===== config.mk =====
export PLATFORM = sky130hd
export DESIGN_NAME = fwd_hazard_ctrl
export DESIGN_NICKNAME = d
export VERILOG_FILES = /design/src/rtl/fwd_pkg.sv /design/src/rtl/fwd_hazard_ctrl_hazard_scoreboard.sv /design/src/rtl/fwd_hazard_ctrl.sv
export SDC_FILE = /design/constraint.sdc
export NUM_CORES = 1
export LEC_CHECK = 0
export BUFFER_PORTS_ARGS = -buffer_cell sky130_fd_sc_hd__buf_2
export CORE_ASPECT_RATIO = 0.6
export CORE_MARGIN = 2
export CORE_UTILIZATION = 51
export DETAILED_ROUTE_END_ITERATION = 7
export HOLD_SLACK_MARGIN = 0.03
export PLACE_DENSITY = 0.82
export SYNTH_ARGS = -nofsm -noshare
export SYNTH_HDL_FRONTEND = slang
export SYNTH_SLANG_ARGS = --single-unit

===== constraint.sdc =====
create_clock -name CLK -period 2.13 [get_ports CLK]
set_clock_uncertainty 0.1 [all_clocks]
set_input_delay 0 -clock CLK [delete_from_list [all_inputs] [get_ports CLK]]
set_output_delay 0 -clock CLK [all_outputs]
set_load 0.02 [all_outputs]

===== src/rtl/fwd_pkg.sv =====
// Shared encodings and types for the forwarding/hazard controller.
package fwd_pkg;

    localparam int REG_W          = 5;
    localparam int MULDIV_LAT_DEF = 4;
    localparam int BUSY_W         = 4;

    typedef logic [1:0] sel_t;

    localparam sel_t SEL_ID    = 2'd0;
    localparam sel_t SEL_EXMEM = 2'd1;
    localparam sel_t SEL_MEMWB = 2'd2;

    typedef struct packed {
        logic             valid;
        logic [REG_W-1:0] wreg;
        logic             regwrite;
        logic             memread;
    } shadow_t;

    // Youngest producer wins; a load one ahead cannot forward from EX/MEM.
    function automatic sel_t fwd_select(input logic used, input logic ex_hit,
                                        input logic ex_load, input logic mem_hit);
        if (!used)
            return SEL_ID;
        else if (ex_hit && !ex_load)
            return SEL_EXMEM;
        else if (mem_hit)
            return SEL_MEMWB;
        else
            return SEL_ID;
    endfunction

endpackage


===== src/rtl/fwd_hazard_ctrl_hazard_scoreboard.sv =====
// Shadow copy of the EXE and MEM destinations, with per-operand "writes r" matches.
module hazard_scoreboard
    import fwd_pkg::*;
#(
    parameter int REG_BITS = REG_W
) (
    input  logic                CLK,
    input  logic                RESET,
    input  logic                advance,
    input  shadow_t             id_entry,
    input  logic [REG_BITS-1:0] reg_a,
    input  logic [REG_BITS-1:0] reg_b,
    output logic [1:0]          ex_writes,
    output logic [1:0]          mem_writes,
    output logic                ex_load
);

    shadow_t s_ex_reg;
    shadow_t s_mem_reg;
    logic [REG_BITS-1:0] probe [2];

    assign probe[0] = reg_a;
    assign probe[1] = reg_b;

    function automatic logic writes_reg(input shadow_t e, input logic [REG_BITS-1:0] r);
        return e.valid && e.regwrite && (e.wreg == r) && (r != '0);
    endfunction

    always_ff @(posedge CLK) begin
        if (RESET) begin
            s_ex_reg  <= '0;
            s_mem_reg <= '0;
        end else begin
            s_mem_reg <= s_ex_reg;
            s_ex_reg  <= advance ? id_entry : '0;
        end
    end

    genvar gi;
    generate
        for (gi = 0; gi < 2; gi++) begin : g_probe
            assign ex_writes[gi]  = writes_reg(s_ex_reg, probe[gi]);
            assign mem_writes[gi] = writes_reg(s_mem_reg, probe[gi]);
        end
    endgenerate

    assign ex_load = s_ex_reg.valid && s_ex_reg.memread;

endmodule


===== src/rtl/fwd_hazard_ctrl.sv =====
// Operand forwarding selects, load-use / HI-LO stall control for the 5-stage pipeline.
// Optional FWD_STATS_EN macro adds saturating event counters.
module fwd_hazard_ctrl
    import fwd_pkg::*;
#(
    parameter int MULDIV_LAT = MULDIV_LAT_DEF,
    parameter int REG_BITS   = REG_W
) (
    input  logic                CLK,
    input  logic                RESET,
    input  logic                ID_Valid,
    input  logic [REG_BITS-1:0] ID_RegA,
    input  logic                ID_UsesA,
    input  logic [REG_BITS-1:0] ID_RegB,
    input  logic                ID_UsesB,
    input  logic                ID_StoreData,
    input  logic [REG_BITS-1:0] ID_WriteReg,
    input  logic                ID_RegWrite,
    input  logic                ID_MemRead,
    input  logic                ID_MulDiv,
    input  logic                ID_ReadHiLo,
    output logic [1:0]          RegA_Select,
    output logic [1:0]          RegB_Select,
    output logic [1:0]          MEM_Data_select,
    output logic                Stall_ID,
    output logic                Bubble_EXE
);

    localparam logic [BUSY_W-1:0] LAT_LOAD = BUSY_W'(MULDIV_LAT);

    shadow_t           id_entry;
    logic [1:0]        ex_writes;
    logic [1:0]        mem_writes;
    logic              ex_load;
    logic              load_use;
    logic              busy_stall;
    logic              stall;
    sel_t              sel_a_next;
    sel_t              sel_b_next;
    sel_t              sel_md_next;
    logic [BUSY_W-1:0] busy_cnt_reg;
    logic [BUSY_W-1:0] busy_cnt_next;

    assign id_entry = '{valid: ID_Valid, wreg: ID_WriteReg,
                        regwrite: ID_RegWrite, memread: ID_MemRead};

    hazard_scoreboard #(.REG_BITS(REG_BITS)) u_scoreboard (
        .CLK        (CLK),
        .RESET      (RESET),
        .advance    (!stall),
        .id_entry   (id_entry),
        .reg_a      (ID_RegA),
        .reg_b      (ID_RegB),
        .ex_writes  (ex_writes),
        .mem_writes (mem_writes),
        .ex_load    (ex_load)
    );

    always_comb begin
        load_use   = ID_Valid && ex_load &&
                     ((ID_UsesA && ex_writes[0]) || (ID_UsesB && ex_writes[1]));
        busy_stall = ID_Valid && (ID_ReadHiLo || ID_MulDiv) && (busy_cnt_reg != '0);
        stall      = load_use || busy_stall;

        sel_a_next  = SEL_ID;
        sel_b_next  = SEL_ID;
        sel_md_next = SEL_ID;
        if (!stall) begin
            sel_a_next = fwd_select(ID_Valid && ID_UsesA, ex_writes[0], ex_load, mem_writes[0]);
            // Store data travels on the B path, so a non-load producer is forwarded there too.
            sel_b_next = fwd_select(ID_Valid && (ID_UsesB || ID_StoreData),
                                    ex_writes[1], ex_load, mem_writes[1]);
            // Load feeding a store: bypass WB result into MEM instead of stalling.
            if (ID_Valid && ID_StoreData && ex_load && ex_writes[1])
                sel_md_next = SEL_EXMEM;
        end

        busy_cnt_next = busy_cnt_reg;
        if (!stall && ID_Valid && ID_MulDiv)
            busy_cnt_next = LAT_LOAD;
        else if (busy_cnt_reg != '0)
            busy_cnt_next = busy_cnt_reg - BUSY_W'(1);
    end

    assign Stall_ID   = stall;
    assign Bubble_EXE = stall;

    always_ff @(posedge CLK) begin
        if (RESET) begin
            RegA_Select     <= SEL_ID;
            RegB_Select     <= SEL_ID;
            MEM_Data_select <= SEL_ID;
            busy_cnt_reg    <= '0;
        end else begin
            RegA_Select     <= sel_a_next;
            RegB_Select     <= sel_b_next;
            MEM_Data_select <= sel_md_next;
            busy_cnt_reg    <= busy_cnt_next;
        end
    end

`ifdef FWD_STATS_EN
    logic [31:0] stall_cycles;
    logic [31:0] loaduse_stalls;
    logic [31:0] fwd_exmem;
    logic [31:0] fwd_memwb;

    function automatic logic [31:0] sat_inc(input logic [31:0] v, input logic en);
        return (en && (v != '1)) ? v + 32'd1 : v;
    endfunction

    always_ff @(posedge CLK) begin
        if (RESET) begin
            stall_cycles   <= '0;
            loaduse_stalls <= '0;
            fwd_exmem      <= '0;
            fwd_memwb      <= '0;
        end else begin
            stall_cycles   <= sat_inc(stall_cycles, stall);
            loaduse_stalls <= sat_inc(loaduse_stalls, load_use);
            fwd_exmem      <= sat_inc(fwd_exmem,
                                      (sel_a_next == SEL_EXMEM) || (sel_b_next == SEL_EXMEM));
            fwd_memwb      <= sat_inc(fwd_memwb,
                                      (sel_a_next == SEL_MEMWB) || (sel_b_next == SEL_MEMWB));
        end
    end
`endif

endmodule

==> metrics.sh <==
STATUS='finished, final reports clean'
TIMING.REG2REG.SETUP_SLACK_PS=110
REQUIRED_PS=2030
YOSYS.AREA_SHARE.ADDER_PCT=1.014
FINALWORSTPATHREQUIREDPERIOD_PS=2061
GRT_USAGE_PCT=22.96
LARGEST_REGISTER_FFS=8
P_CLK_SHARE_PCT=27.0
DIE-WIDTH_UM=67.50
CTS_TREE='built'
GLOBAL_ROUTE_WIRE_LENGTH_BEFORE_REPAIR_MM=4.795
CRIT_PATH_START_KIND='flop'
SEQUENTIALPOWERSHARE_PCT=38.9
CRITICAL_PATH.ENDPOINT_TYPE='primary output'
FINAL_MAX_SLEW_VIOL_COUNT=0
HOLDWS_PS=58.61
ROUTE.DETAILED.DRC=0
FINAL_STD_CELL_AREA_NO_FILL_UM2=1622
FLOORPLAN.INITIALDENSITY_PCT=55.36
SYNTHESIS.NETS=150
TIMING.HOLD.WORST_ENDPOINT='busy_cnt_reg[3]'
P_LEAK_nW=0.6645
MAX_CLOCK_FREQ_MHz=485.1
CRITPATHKIND='reg2out'
REG2REG_FROM='busy_cnt_reg[0]'
POWER_DENSITY_nW_PER_UM2=916.7
WIRE_PER_INST_UM=15.53
SETUP_VIOL=0
ANTENNADIODECOUNT=0
PLACE_AREA_UM2=1399
NET-SWITCHING-POWER_mW=0.4808
CRIT-REG2REG-CAPTURE='RegA_Select[1]'
ANTENNA_FOUND_INITIAL=0
SYNTH_COMPOUND_AREA_SHARE_PCT=9.635
CLOCK_SLEW_AT_THE_REGISTER_CLOCK_PINS_OF_THE_WORST_SETUP_AND_HOLD_PATHS_PS=80
P_SW_SHARE_PCT=32.34
SETUP_SLACK_PS=68.51
VIAS_PER_CELL=5.510
CLK_PATH_BUF_DEPTH=2
CTS-HTREE-LEVELS=1
P_INT_mW=1.006
SYN-INSTANCE-COUNT=124
IR_DROP_mV=0.5041
FLOORPLAN.DIE_AREA_UM2=2841
ANTENNA_LEFT=0
MIN-DELAY-PATH-CLASS='in2reg'
MAXIMUM_NUMBER_OF_PINS_ON_ONE_NET_BEFORE_GLOBAL_ROUTE_REPAIR=21
SYNTH_TOP_FAMILY_BY_AREA='simple AND/OR/NAND/NOR gates'
PIN_COUNT=33
LAYOUT.NETS=195
CTS_MADE_BUFFERS=3
CLOCK_SINK_COUNT=24
MIN_PATH_CELLS=2
SYNTH.CELL_AREA_UM2=1234
FIRST_GLOBAL_VIAS=1035
CRITICAL_PATH_ARRIVAL_PS=1960
SYN_AREA_PER_CELL_UM2=9.949
SYNTH_SIMPLE_GATE_AREA_SHARE_PCT=31.14
COREAREA_UM2=2228
SYNTH.DISTINCT_CELLS=38
SYNTHXORXNORAREAFRAC_PCT=14.91
FINALPOWER_mW=1.487
PLACE_WORST_SETUP_SLACK_PS=28.81
FINAL_HOLD_VIOLATING_ENDPOINTS=0
NUMBER_OF_ITERATIONS_IN_THE_FIRST_DETAILED_ROUTING_PASS=4
FINAL_LAYOUT_SIZE_SUFFIX_GT1_SHARE_PCT=32.74
FINAL_MIN_PERIOD_OVER_CLOCK_PERIOD_PCT=96.78
TIMING.HOLD.WORST.START='RESET'
PATH_MAX_FANOUT=3
RSZ0062_AT_GRT='true'
MAXCAPVIOLCOUNT=0
WORSTREGTOREGCELLS=7
YS_WARNINGS=0
CHIPHEIGHT_UM=42.10
OVERFLOW=0
ROUTE.FINAL.WIRE_LENGTH_MM=3.074
NUMPORTBUFFERS=31
LAYOUT_COMMON_CELLS='31 x buf_2, 24 x dfxtp_1, 12 x xor2_1, 12 x dlygate4sd3_1, 9 x xnor2_1'
TIMING.SETUP.TNS_PS=0
COMBPWRFRAC_PCT=34.0
DP_HPWL_MM=2.109
DRT_ITER0_MARKERS=64
SYNTHESIS_STAGE_REGISTER_BIT_COUNT=24
CLK_ROOT_BUFFER_CELL='clkbuf_8'
ROWS=13
GPL.FINAL_WEIGHTED_CONGESTION=0.8383
CLKLATENCYLATEPIN_PS=270
SYNTHTOLAYOUTAREAGROWTH_PCT=31.44
SEQ_AREA_FRAC_SYNTH_PCT=38.95
DETAILROUTE.VIA_COUNT=1091
MUX_CONTRIBUTION_TO_SYNTHESIZED_AREA_PCT=0.9128
FINAL_COMMON_CELL='buf_2'
==> logic make-up after synthesis <==
logic type               after synthesis
AND/OR/NAND/NOR                       55
flip-flops                            24
XOR/XNOR                              21
AO/OA/AOI/OAI                         13
buffers and inverters                  8
adder cells (fa/ha/maj)                1
other                                  1
multiplexers                           1
==> power by group through the flow <==
stage / clock, mW / combinational (mW) / sequential [mW]
after floorplan: 0 / 0.330 / 0.567
after global placement: 0 / 0.393 / 0.579
after detailed placement: 0 / 0.414 / 0.584
after CTS: 0.404 / 0.452 / 0.575
after global routing: 0.424 / 0.543 / 0.585
final: 0.402 / 0.506 / 0.578
==> through the flow <==
stage	utilization [%]	cells
after floorplan	-	124
after global placement	62.77	180
after detailed placement	62.77	180
after CTS	71.93	197
after global routing	72.77	198
final	72.77	198
==> synth_stat cells, drive strengths merged <==
master | number | area (um2)
dfxtp | 24 | 480.5
xor2 | 12 | 105.1
nor3b | 9 | 113.9
xnor2 | 9 | 78.83
nand2 | 8 | 30.03
nor2b | 8 | 50.05
nor2 | 7 | 26.28
nand3 | 6 | 30.03
nor3 | 6 | 30.03
buf | 3 | 20.01
inv | 3 | 11.26
nor4 | 3 | 18.77
a211oi | 2 | 15.01
a21oi | 2 | 10.01
clkbuf | 2 | 7.510
nor4b | 2 | 38.78
o211ai | 2 | 28.78
o21ai | 2 | 25.03
or4 | 2 | 18.77
a31oi | 1 | 6.260
a41o | 1 | 10.01
and2 | 1 | 6.260
and4 | 1 | 8.760
conb | 1 | 3.750
ha | 1 | 12.51
mux2 | 1 | 11.26
nand4 | 1 | 6.260
o211a | 1 | 10.01
o21a | 1 | 7.510
o22ai | 1 | 6.260
or3 | 1 | 6.260
==> cell type report <==
type / count / area, um2
Clock buffer: 3 / 41.29
Multi-Input combinational cell: 92 / 730.7
Timing Repair Buffer: 45 / 290.3
Inverter: 3 / 11.26
Tap cell: 30 / 37.54
Fill cell: 160 / 606.8
Sequential cell: 24 / 480.5
Clock inverter: 1 / 30.03
==> critical path, stage by stage, from the launching register on <==
cell	delay, ps
dfxtp_1	440
xnor2_1	160
nand4_1	170
or4_4	590
o211ai_4	130
buf_2	210
==> worst max-delay path by stage <==
stage | slack [ps] | to | cells after the start | from
after global placement | 210 | RegA_Select[1] | 7 | busy_cnt_reg[0]
after global routing | -9 | RegA_Select[1] | 7 | busy_cnt_reg[0]
final | 70 | Stall_ID | 5 | u_scoreboard.s_ex_reg[2]
after detailed placement | 30 | RegA_Select[1] | 7 | busy_cnt_reg[1]
after floorplan | 290 | RegA_Select[1] | 7 | busy_cnt_reg[0]
after CTS | 50 | Stall_ID | 5 | u_scoreboard.s_ex_reg[4]
==> timing repair <==
item,CTS,global route
pin swaps,1,0
hold buffers,12,0
resized for setup,1,2
endpoints found under the hold margin,13,0
setup endpoints to repair,3,5
setup buffers,1,1
cloned,0,0
==> layer usage <==
layer | global-route usage (%) | up-vias | part of all wire [%]
met1 | 29.90 | 507 | 46
li1 | - | 518 | -
met5 | 0 | - | 0
met2 | 35.29 | 50 | 44
met3 | 8.065 | 16 | 7.4
met4 | 7.347 | 0 | 2.8
(Power assumes the default switching activity.)
